### config.mk
export PLATFORM = sky130hd
export DESIGN_NAME = disp_timing_detect
export DESIGN_NICKNAME = d
export VERILOG_FILES = /design/src/rtl/disp_timing_detect.sv
export SDC_FILE = /design/constraint.sdc
export NUM_CORES = 1
export LEC_CHECK = 0
export ABC_CLOCK_PERIOD_IN_PS = 4600
export CAP_MARGIN = 10
export CORE_MARGIN = 5
export CORE_UTILIZATION = 30
export DETAILED_ROUTE_END_ITERATION = 10
export REMOVE_ABC_BUFFERS = 1
export SYNTH_ARGS = -nofsm -noshare
export SYNTH_HDL_FRONTEND = slang
export SYNTH_SLANG_ARGS = --single-unit
### constraint.sdc
create_clock -name i_clk -period 4.6 [get_ports i_clk]
set_input_delay 1.38 -clock i_clk [delete_from_list [all_inputs] [get_ports i_clk]]
set_output_delay 1.38 -clock i_clk [all_outputs]
set_load 0.005 [all_outputs]
### src/rtl/disp_timing_detect.sv
// -----------------------------------------------------------------------------
// disp_timing_detect
//
// Measures the timing of an incoming hsync/vsync/de stream: pulse width, back
// porch, active size and total size on both axes. It also regenerates pixel
// coordinates aligned to a delayed copy of de and reports lock and error
// status.
//
// Ports
//   i_clk, rst_n            clock, asynchronous active-low reset
//   i_hsync/i_vsync/i_de    incoming sync stream, all active high
//   o_h_*                   horizontal pulse / back porch / active / total (clocks)
//   o_v_*                   vertical pulse / back porch / active / total (lines)
//   o_de                    i_de delayed by two clocks
//   o_x, o_y, o_sof         coordinates and start-of-frame, aligned to o_de
//   o_locked                timing stable for LOCK_FRAMES matching frames
//   o_err                   one-cycle pulse on a timing mismatch while locked
// -----------------------------------------------------------------------------
module disp_timing_detect #(
  parameter int CNT_W       = 12,
  parameter int LOCK_FRAMES = 2
) (
  input  logic             i_clk,
  input  logic             rst_n,
  input  logic             i_hsync,
  input  logic             i_vsync,
  input  logic             i_de,
  output logic [CNT_W-1:0] o_h_pulse,
  output logic [CNT_W-1:0] o_h_bp,
  output logic [CNT_W-1:0] o_h_res,
  output logic [CNT_W-1:0] o_h_total,
  output logic [CNT_W-1:0] o_v_pulse,
  output logic [CNT_W-1:0] o_v_bp,
  output logic [CNT_W-1:0] o_v_res,
  output logic [CNT_W-1:0] o_v_total,
  output logic             o_de,
  output logic [CNT_W-1:0] o_x,
  output logic [CNT_W-1:0] o_y,
  output logic             o_sof,
  output logic             o_locked,
  output logic             o_err
);

  localparam logic [CNT_W-1:0] CNT_MAX = '1;
  localparam logic [CNT_W-1:0] ONE     = {{(CNT_W-1){1'b0}}, 1'b1};
  localparam logic [CNT_W-1:0] LOCK_N  = CNT_W'(LOCK_FRAMES);

  // Index of each measurement inside the measurement / snapshot arrays
  localparam int M_HPUL = 0;
  localparam int M_HBP  = 1;
  localparam int M_HRES = 2;
  localparam int M_HTOT = 3;
  localparam int M_VPUL = 4;
  localparam int M_VBP  = 5;
  localparam int M_VRES = 6;
  localparam int M_VTOT = 7;
  localparam int N_MEAS = 8;

  // ---------------------------------------------------------------------------
  // Input registers and edge detection. Bit order: 0 hsync, 1 vsync, 2 de.
  // ---------------------------------------------------------------------------
  logic [2:0] in_q_reg, in_qq_reg;
  logic [2:0] rise, fall;

  genvar gi;
  generate
    for (gi = 0; gi < 3; gi++) begin : g_edge
      assign rise[gi] = in_q_reg[gi] & ~in_qq_reg[gi];
      assign fall[gi] = ~in_q_reg[gi] & in_qq_reg[gi];
    end
  endgenerate

  logic hs_rise, hs_fall, vs_rise, vs_fall, de_rise, de_fall, de_now;
  assign hs_rise = rise[0];
  assign hs_fall = fall[0];
  assign vs_rise = rise[1];
  assign vs_fall = fall[1];
  assign de_rise = rise[2];
  assign de_fall = fall[2];
  assign de_now  = in_q_reg[2];

  // ---------------------------------------------------------------------------
  // State
  // ---------------------------------------------------------------------------
  logic [CNT_W-1:0] hcnt_reg, hcnt_next;
  logic [CNT_W-1:0] lcnt_reg, lcnt_next;
  logic [CNT_W-1:0] de_start_reg, de_start_next;
  logic [CNT_W-1:0] de_lines_reg, de_lines_next;
  logic [CNT_W-1:0] x_reg, x_next;
  logic [CNT_W-1:0] y_reg, y_next;
  logic             sof_reg, sof_next;
  logic             h_seen_reg, h_seen_next;      // an hs_rise has been seen
  logic             armed_reg, armed_next;        // a vs_rise has been seen
  logic             first_pend_reg, first_pend_next; // next de_rise is frame's first
  logic [CNT_W-1:0] meas_reg [N_MEAS];
  logic [CNT_W-1:0] meas_next[N_MEAS];
  logic [CNT_W-1:0] snap_reg [N_MEAS];
  logic [CNT_W-1:0] snap_next[N_MEAS];
  logic             snap_valid_reg, snap_valid_next;
  logic [CNT_W-1:0] match_reg, match_next;
  logic             err_reg, err_next;

  // ---------------------------------------------------------------------------
  // Counters, coordinates and measurement capture
  // ---------------------------------------------------------------------------
  always_comb begin
    hcnt_next = hs_rise ? ONE : ((hcnt_reg == CNT_MAX) ? hcnt_reg : hcnt_reg + ONE);

    lcnt_next = lcnt_reg;
    if (vs_rise)
      lcnt_next = hs_rise ? ONE : '0;
    else if (hs_rise && lcnt_reg != CNT_MAX)
      lcnt_next = lcnt_reg + ONE;

    de_lines_next = de_lines_reg;
    if (vs_rise)
      de_lines_next = '0;
    else if (de_rise && de_lines_reg != CNT_MAX)
      de_lines_next = de_lines_reg + ONE;

    first_pend_next = first_pend_reg;
    if (vs_rise)
      first_pend_next = 1'b1;
    else if (de_rise)
      first_pend_next = 1'b0;

    x_next = x_reg;
    if (de_rise)
      x_next = '0;
    else if (de_now)
      x_next = x_reg + ONE;

    y_next = y_reg;
    if (de_rise)
      y_next = first_pend_reg ? '0 : y_reg + ONE;

    sof_next    = de_rise & first_pend_reg;
    h_seen_next = h_seen_reg | hs_rise;
    armed_next  = armed_reg | vs_rise;

    // All horizontal captures use hcnt before any reload in this cycle.
    meas_next     = meas_reg;
    de_start_next = de_start_reg;
    if (h_seen_reg) begin
      if (hs_rise)
        meas_next[M_HTOT] = hcnt_reg;
      if (hs_fall)
        meas_next[M_HPUL] = hcnt_reg;
      if (de_rise) begin
        meas_next[M_HBP] = hcnt_reg - meas_reg[M_HPUL];
        de_start_next    = hcnt_reg;
      end
      if (de_fall)
        meas_next[M_HRES] = hcnt_reg - de_start_reg;
    end
    // Vertical measurements belong to a frame opened by a vs_rise.
    if (armed_reg) begin
      if (vs_fall)
        meas_next[M_VPUL] = lcnt_reg;
      if (de_rise && first_pend_reg)
        meas_next[M_VBP] = lcnt_reg - meas_reg[M_VPUL] - ONE;
      if (vs_rise) begin
        meas_next[M_VTOT] = lcnt_reg;
        meas_next[M_VRES] = de_lines_reg;
      end
    end
  end

  // ---------------------------------------------------------------------------
  // Lock tracking. A frame completes on every vs_rise except the arming one;
  // the freshly captured values (meas_next) are compared with the snapshot.
  // ---------------------------------------------------------------------------
  logic [N_MEAS-1:0] meas_eq;
  generate
    for (gi = 0; gi < N_MEAS; gi++) begin : g_cmp
      assign meas_eq[gi] = (meas_next[gi] == snap_reg[gi]);
    end
  endgenerate

  logic locked, frame_done, frame_equal, hs_err, frame_err;
  assign locked      = (match_reg >= LOCK_N);
  assign frame_done  = vs_rise & armed_reg;
  assign frame_equal = snap_valid_reg & (&meas_eq);
  assign hs_err      = locked & hs_rise & h_seen_reg & (hcnt_reg != snap_reg[M_HTOT]);
  assign frame_err   = locked & frame_done & ~frame_equal;

  always_comb begin
    err_next = hs_err | frame_err;

    // On an error the count is held for one cycle and cleared while o_err is
    // high, so o_locked drops the cycle after the error pulse.
    match_next = match_reg;
    if (err_reg)
      match_next = '0;
    else if (err_next)
      match_next = match_reg;
    else if (frame_done)
      match_next = frame_equal ? ((match_reg == CNT_MAX) ? match_reg : match_reg + ONE) : '0;

    snap_next       = snap_reg;
    snap_valid_next = snap_valid_reg;
    if (frame_done) begin
      snap_next       = meas_next;
      snap_valid_next = 1'b1;
    end else if (hs_err) begin
      // Adopt the deviant line length so the disturbed frame cannot match.
      snap_next[M_HTOT] = hcnt_reg;
    end
  end

  // ---------------------------------------------------------------------------
  // State register
  // ---------------------------------------------------------------------------
  always_ff @(posedge i_clk or negedge rst_n) begin
    if (!rst_n) begin
      in_q_reg       <= '0;
      in_qq_reg      <= '0;
      hcnt_reg       <= '0;
      lcnt_reg       <= '0;
      de_start_reg   <= '0;
      de_lines_reg   <= '0;
      x_reg          <= '0;
      y_reg          <= '0;
      sof_reg        <= 1'b0;
      h_seen_reg     <= 1'b0;
      armed_reg      <= 1'b0;
      first_pend_reg <= 1'b0;
      snap_valid_reg <= 1'b0;
      match_reg      <= '0;
      err_reg        <= 1'b0;
      for (int i = 0; i < N_MEAS; i++) begin
        meas_reg[i] <= '0;
        snap_reg[i] <= '0;
      end
    end else begin
      in_q_reg       <= {i_de, i_vsync, i_hsync};
      in_qq_reg      <= in_q_reg;
      hcnt_reg       <= hcnt_next;
      lcnt_reg       <= lcnt_next;
      de_start_reg   <= de_start_next;
      de_lines_reg   <= de_lines_next;
      x_reg          <= x_next;
      y_reg          <= y_next;
      sof_reg        <= sof_next;
      h_seen_reg     <= h_seen_next;
      armed_reg      <= armed_next;
      first_pend_reg <= first_pend_next;
      snap_valid_reg <= snap_valid_next;
      match_reg      <= match_next;
      err_reg        <= err_next;
      for (int i = 0; i < N_MEAS; i++) begin
        meas_reg[i] <= meas_next[i];
        snap_reg[i] <= snap_next[i];
      end
    end
  end

  // ---------------------------------------------------------------------------
  // Outputs
  // ---------------------------------------------------------------------------
  assign o_h_pulse = meas_reg[M_HPUL];
  assign o_h_bp    = meas_reg[M_HBP];
  assign o_h_res   = meas_reg[M_HRES];
  assign o_h_total = meas_reg[M_HTOT];
  assign o_v_pulse = meas_reg[M_VPUL];
  assign o_v_bp    = meas_reg[M_VBP];
  assign o_v_res   = meas_reg[M_VRES];
  assign o_v_total = meas_reg[M_VTOT];
  assign o_de      = in_qq_reg[2];
  assign o_x       = x_reg;
  assign o_y       = y_reg;
  assign o_sof     = sof_reg;
  assign o_locked  = locked;
  assign o_err     = err_reg;

endmodule

==> results of run 1 <==
[worst max-delay path, stage by stage, from the launching register on]
cell,delay [ns]
dfrtp_1,0.47
inv_1,0.12
ha_1,0.17
inv_1,0.05
fa_1,0.41
a21o_1,0.21
a221oi_2,0.42
a2bb2oi_1,0.22
a22o_1,0.24
nor4b_1,0.29
o2111ai_1,0.15
or4_4,0.59
or3_1,0.45
or3_1,0.34
a21oi_1,0.17
[where the power goes]
part | total, mW | switching, mW | internal [mW]
combinational | 3.84 | 2.14 | 1.70
sequential | 3.52 | 0.563 | 2.95
clock | 2.85 | 1.17 | 1.68
[area by class of cell]
type / instances / area share (%)
Clock inverter: 12 / 0.6785
Timing Repair Buffer: 211 / 9.931
Inverter: 129 / 2.454
Antenna cell: 1 / 0.01268
Sequential cell: 288 / 36.53
Clock buffer: 52 / 5.225
Multi-Input combinational cell: 1290 / 40.76
Tap cell: 696 / 4.414
[kinds of logic after synthesis]
kind of cell / synth area share [%]
compound gates: 14.52
xor+xnor: 7.203
fa+ha+maj: 3.477
buf+inv: 5.472
flops: 44.71
mux: 4.533
simple gates: 20.09
[stage by stage]
| step | utilization (%) | TNS, ns | hold slack (ns) | area [um2] |
|---|---|---|---|---|
| 2_1_floorplan | - | -9.911 | 0.4244 | 15720 |
| 6_report | 36.88 | 0 | 0.4651 | 19730 |
| 3_3_place_gp | 34.69 | 0 | 0.4450 | 18560 |
| 4_1_cts | 36.87 | 0 | 0.4667 | 19720 |
| 3_5_place_dp | 34.69 | 0 | 0.4540 | 18560 |
| 5_1_grt | 36.88 | 0 | 0.5048 | 19730 |
[per-layer routing]
metal	GRT usage [%]	wire, um	vias to the layer above
met1	26.03	25710	6869
met2	31.50	26920	464
met5	0	13	-
met4	6.647	2120	2
met3	5.068	4134	111
li1	-	-	6548
[how the worst max path moves through the flow]
stage                       from            to  slack [ns]
finish               hcnt_reg[0]  match_reg[6]        0.22
global route         hcnt_reg[0]  match_reg[6]        0.01
CTS                  lcnt_reg[0]  match_reg[6]        0.20
detailed placement   lcnt_reg[0]  match_reg[6]        0.21
global placement     lcnt_reg[0]  match_reg[4]        0.34
floorplan           in_qq_reg[1]  match_reg[4]       -0.93
[placed cells by master, fill, tap and decap left out, drive strengths merged, types with 6 or more instances in the layout]
master and n:
nor3 26, nand3 44, clkbuf 52, a22o 6
nand4 32, a21oi 72, mux2i 55, clkinv 8
nor3b 12, and3b 7, clkdlybuf4s50 127, mux2 16
dfrtp 288, and2 7, and3 15, o21ai 129
ha 40, nor2b 19, nand2b 25, nor4 20
a31oi 15, xnor2 64, or3 24, nand3b 12
xor2 66, nor2 100, o22ai 21, inv 129
o21a 8, a211oi 11, a221oi 8, a21o 10
nand2 318, buf 84, a2111oi 9
==> flow_metrics.tcl, run 1 <==
set metrics [dict create \
    setup_viol 0 \
    die_height_um 241.8 \
    cts_buffer_depth 3 \
    r2r_slack_ns 0.22 \
    power_density_nw_per_um2 517.4 \
    coreArea_um2 53500 \
    hold_depth 1 \
    cts_tree "done" \
    timing.rr.end "match_reg[6]" \
    cts_buffers 36 \
    grt_usage_pct 19.66 \
    finalPower_mw 10.21 \
    largest_reg_flops 96 \
    ant_nets 0 \
    whs_endpoint "snap_valid_reg" \
    r2r_start "hcnt_reg[0]" \
    fp-row-count 85 \
    cp_max_fo 7 \
    reg2reg_depth 14 \
    ys_warn_count 0 \
    ir_drop_mv 0.2252 \
    cts_hold_buffers 0 \
    dp_hpwl_mm 45.20 \
    synth_area_um2 16120 \
    clock_skew_ns 0.02687 \
    clock-sinks 288 \
    htree_levels 2 \
    synth_top_area_cell "dfrtp_1" \
    setup_ws_ns 0.2244 \
    yosysMostFrequentCell "nand2_1" \
    drt_wl_total_mm 58.90 \
    synth_common_cells "318 x nand2_1, 288 x dfrtp_1, 129 x o21ai_0" \
    ys_top_cells_by_area "dfrtp_1 45%, nand2_1 7.4%, o21ai_0 4.0%" \
    grt_max_degree 93 \
    worstHoldStart "snap_valid_reg" \
    drt-vias-per-instance 5.224 \
    synth_cell_type_count 80 \
    synth_ff_type "dfrtp_1" \
    synth_edf_count 0 \
    area.growth.synth_to_final_pct 22.39 \
    cp-end-kind "flip-flop" \
    grt_remaining_overflow 0 \
    grt_pass1_vias 13960 \
    status "complete, no violations" \
    postCtsSetupBuffers 0 \
    synth_area_per_cell_um2 8.946 \
    fp.dieArea_um2 58470 \
    regArea_um2 7207 \
    tightest_slew_ns 0.7889 \
    portBuffers 128 \
    instances_no_fill 2679 \
    drc 0 \
    drt-pass1-iter-count 6 \
    slew_violations 0 \
    grt_pass1_wl_mm 89.09 \
    ys_seq_area_share_pct 44.71 \
    gp_congestion 0.9657 \
    drv_cap 0 \
    clock.fmax_mhz 228.5 \
    vias 13990 \
    drive_above_1_share_pct 8.779 \
    post_cts_resized 0 \
    ys_ff_latch 288 \
    die_w_um 241.8 \
    antenna_found_initial 4 \
    rsz0062_at_grt "false" \
    crit_path_start_kind "flip-flop" \
    multi_input_area_um2 8041 \
    dp.cells 2614 \
    wl_per_cell_um 21.99 \
    drt_iter0_drc 1246 \
    power_leakage_nw 9.185 \
    start_util_pct 30.13 \
    min_path_type "flip-flop to flip-flop" \
    dp_slack_ns 0.2123 \
    nets 2004 \
    yosys.area.top_type_share_pct 44.71 \
    fin_crit_sh_pct 95.12 \
    cp_data_arrival_time_ns 4.85 \
    slew_headroom_pct 46.85 \
    path_clk_slew_ns 0.06 \
    async_flop_share_pct 100.0 \
    crit_required_ns 5.07 \
    root_buffer "clkbuf_16" \
    finalHoldViolations 0 \
    io_pins 129 \
    post_synth_inst_count 1802 \
    path_class "flip-flop to flip-flop" \
    min_period_ns 4.376 \
    clkLatencyLatePin_ns 0.56 \
    n_fill_cell 5441 \
]
(Power assumes the default switching activity.)
==> inputs of run 2 (changes only) <==
==> constraint.sdc (replaced) <==
create_clock -name i_clk -period 4.6 [get_ports i_clk]
set_input_delay 0.46 -clock i_clk [delete_from_list [all_inputs] [get_ports i_clk]]
set_output_delay 0.46 -clock i_clk [all_outputs]
set_load 0.005 [all_outputs]
==> flow_metrics.tcl, run 2 (synthesis results as in run 1) <==
set metrics [dict create \
    status "complete, no violations" \
    antenna_found_initial 4 \
    cpMaxStageDelayCell "a2111oi_0" \
    cts_hold_buffers 0 \
    path_cells "nand3b_1, buf_4, mux2i_2, o2bb2ai_1, a2111oi_0, nand3_1, a311oi_1, nand4_1, buf_4, or3_1, or3_1, a21oi_1" \
    path_class "flip-flop to flip-flop" \
    layout_commonest_cell "nand2_1" \
    ant_nets 0 \
    crit_required_ns 5.06 \
    fin_crit_sh_pct 96.32 \
    start_util_pct 30.13 \
    io_pins 129 \
    reg2reg_depth 12 \
    drv_cap 0 \
    crit_path_start_kind "flip-flop" \
    critPathMaxStageDelay_ns 0.62 \
    cts_buffers 36 \
    cp_data_arrival_time_ns 4.89 \
    grt_max_degree 136 \
    p_seq_share_pct 34.7 \
    drt_wl_total_mm 58.37 \
    cts_tree "done" \
    clock.fmax_mhz 225.7 \
    dp.cells 2608 \
    cp_max_fo 8 \
    slew_headroom_pct 26.08 \
    die_height_um 241.8 \
    drt-vias-per-instance 5.315 \
    clock_skew_ns 0.02835 \
    grt_pass1_wl_mm 88.04 \
    ir_drop_mv 0.2853 \
    drt_iter0_drc 1429 \
    portBuffers 128 \
    die_w_um 241.8 \
    coreArea_um2 53500 \
    fp.dieArea_um2 58470 \
    layout_common_cells "318 x nand2_1, 287 x dfrtp_1, 129 x o21ai_0" \
    cp-end-kind "flip-flop" \
    drive_above_1_share_pct 8.667 \
    clock-sinks 288 \
    fp-row-count 85 \
    p_switching_mw 3.888 \
    setup_ws_ns 0.1692 \
    grt_usage_pct 19.40 \
    power_density_nw_per_um2 517.3 \
    clkLatencyLatePin_ns 0.57 \
    nets 1998 \
    holdWs_ns 0.05216 \
    min_path_type "input port to async pin" \
    postCtsSetupBuffers 0 \
    slew_violations 0 \
    min_period_ns 4.431 \
    crit_buf_inv 2 \
    wl_per_cell_um 21.86 \
    grt_pass1_vias 13860 \
    cts_buffer_depth 3 \
    largest_reg_flops 96 \
    instances_no_fill 2670 \
    tightest_slew_ns 1.109 \
    finalSetupTns_ns 0 \
    share_comb_of_total_power_pct 37.7 \
    cell_internal_pwr_mw 6.287 \
    dp_slack_ns 0.1178 \
    root_buffer "clkbuf_16" \
    fin_util_pct 36.77 \
    vias 14190 \
    htree_levels 2 \
    gp_congestion 0.9418 \
    crit_family "simple AND/OR/NAND/NOR gates" \
    finalHoldViolations 0 \
    drt-pass1-iter-count 8 \
    clkPwrFrac_pct 27.6 \
    p_sw_share_pct 38.21 \
    power_leakage_nw 9.158 \
    setup_viol 0 \
    grt_remaining_overflow 0 \
    drc 0 \
    rsz0062_at_grt "false" \
    path_clk_slew_ns 0.06 \
    area.growth.synth_to_final_pct 22.02 \
    dp_hpwl_mm 44.30 \
    worst-path-stages 12 \
]
[run 2: changes by cell type in the layout (fill, tap and decap cells not counted), moves of 2 or more]
| cell | delta |
|---|---|
| buf_4 | -5 |
| clkbuf_8 | +4 |
| clkbuf_1 | -4 |
| bufinv_16 | -2 |
[run 2: repair_timing]
action                                 4_1_cts  5_1_grt
endpoints found under the hold margin        0        0
setup endpoints to repair                    0       12
gates resized for setup                      0        5
[run 2: final cells by class]
type	instances	area [um2]
Fill cell	5435	33820
Multi-Input combinational cell	1290	8056
Clock buffer	53	1096
Inverter	129	484.2
Clock inverter	8	50.05
Timing Repair Buffer	205	1902
Sequential cell	288	7208
Antenna cell	1	2.502
Tap cell	696	870.8
[run 2: per-stage QoR]
stage / power (mW) / instance area, um2
4_1_cts: 10.18 / 19650
3_3_place_gp: 7.288 / 18500
6_report: 10.18 / 19670
2_1_floorplan: 5.544 / 15720
3_5_place_dp: 7.320 / 18500
5_1_grt: 10.71 / 19670
[run 2: worst paths after layout]
path                                     start              to  slack (ns)
worst min register to register  snap_valid_reg  snap_valid_reg        0.48
worst max register to register     in_q_reg[0]    match_reg[6]        0.17
max in group asynchronous                rst_n    o_h_pulse[1]        3.30
worst min-delay path                     rst_n          o_x[5]        0.05
min in group i_clk                        i_de     in_q_reg[2]        0.36
worst max-delay path               in_q_reg[0]    match_reg[6]        0.17
[run 2: power groups by stage]
stage / combinational [mW] / sequential (mW) / clock [mW]
6_report: 3.83 / 3.53 / 2.81
3_3_place_gp: 3.74 / 3.55 / 0
5_1_grt: 4.15 / 3.60 / 2.97
3_5_place_dp: 3.75 / 3.57 / 0
4_1_cts: 3.77 / 3.53 / 2.87
2_1_floorplan: 2.15 / 3.39 / 0
[run 2: metal layers]
layer  track usage [%]  part of all wire [%]  vias up
met5                 0                 0.012        -
met4             8.073                   4.4        2
met3             4.450                   8.0      127
met2             30.09                    44      569
met1             26.24                    43     6951
li1                  -                     -     6543
[run 2: worst reg2reg max path, cell delays in order, from the launching register on]
cell	delay, ns
dfrtp_1	0.48
nand3b_1	0.36
buf_4	0.31
mux2i_2	0.47
o2bb2ai_1	0.24
a2111oi_0	0.63
nand3_1	0.20
a311oi_1	0.29
nand4_1	0.21
buf_4	0.22
or3_1	0.45
or3_1	0.33
a21oi_1	0.17
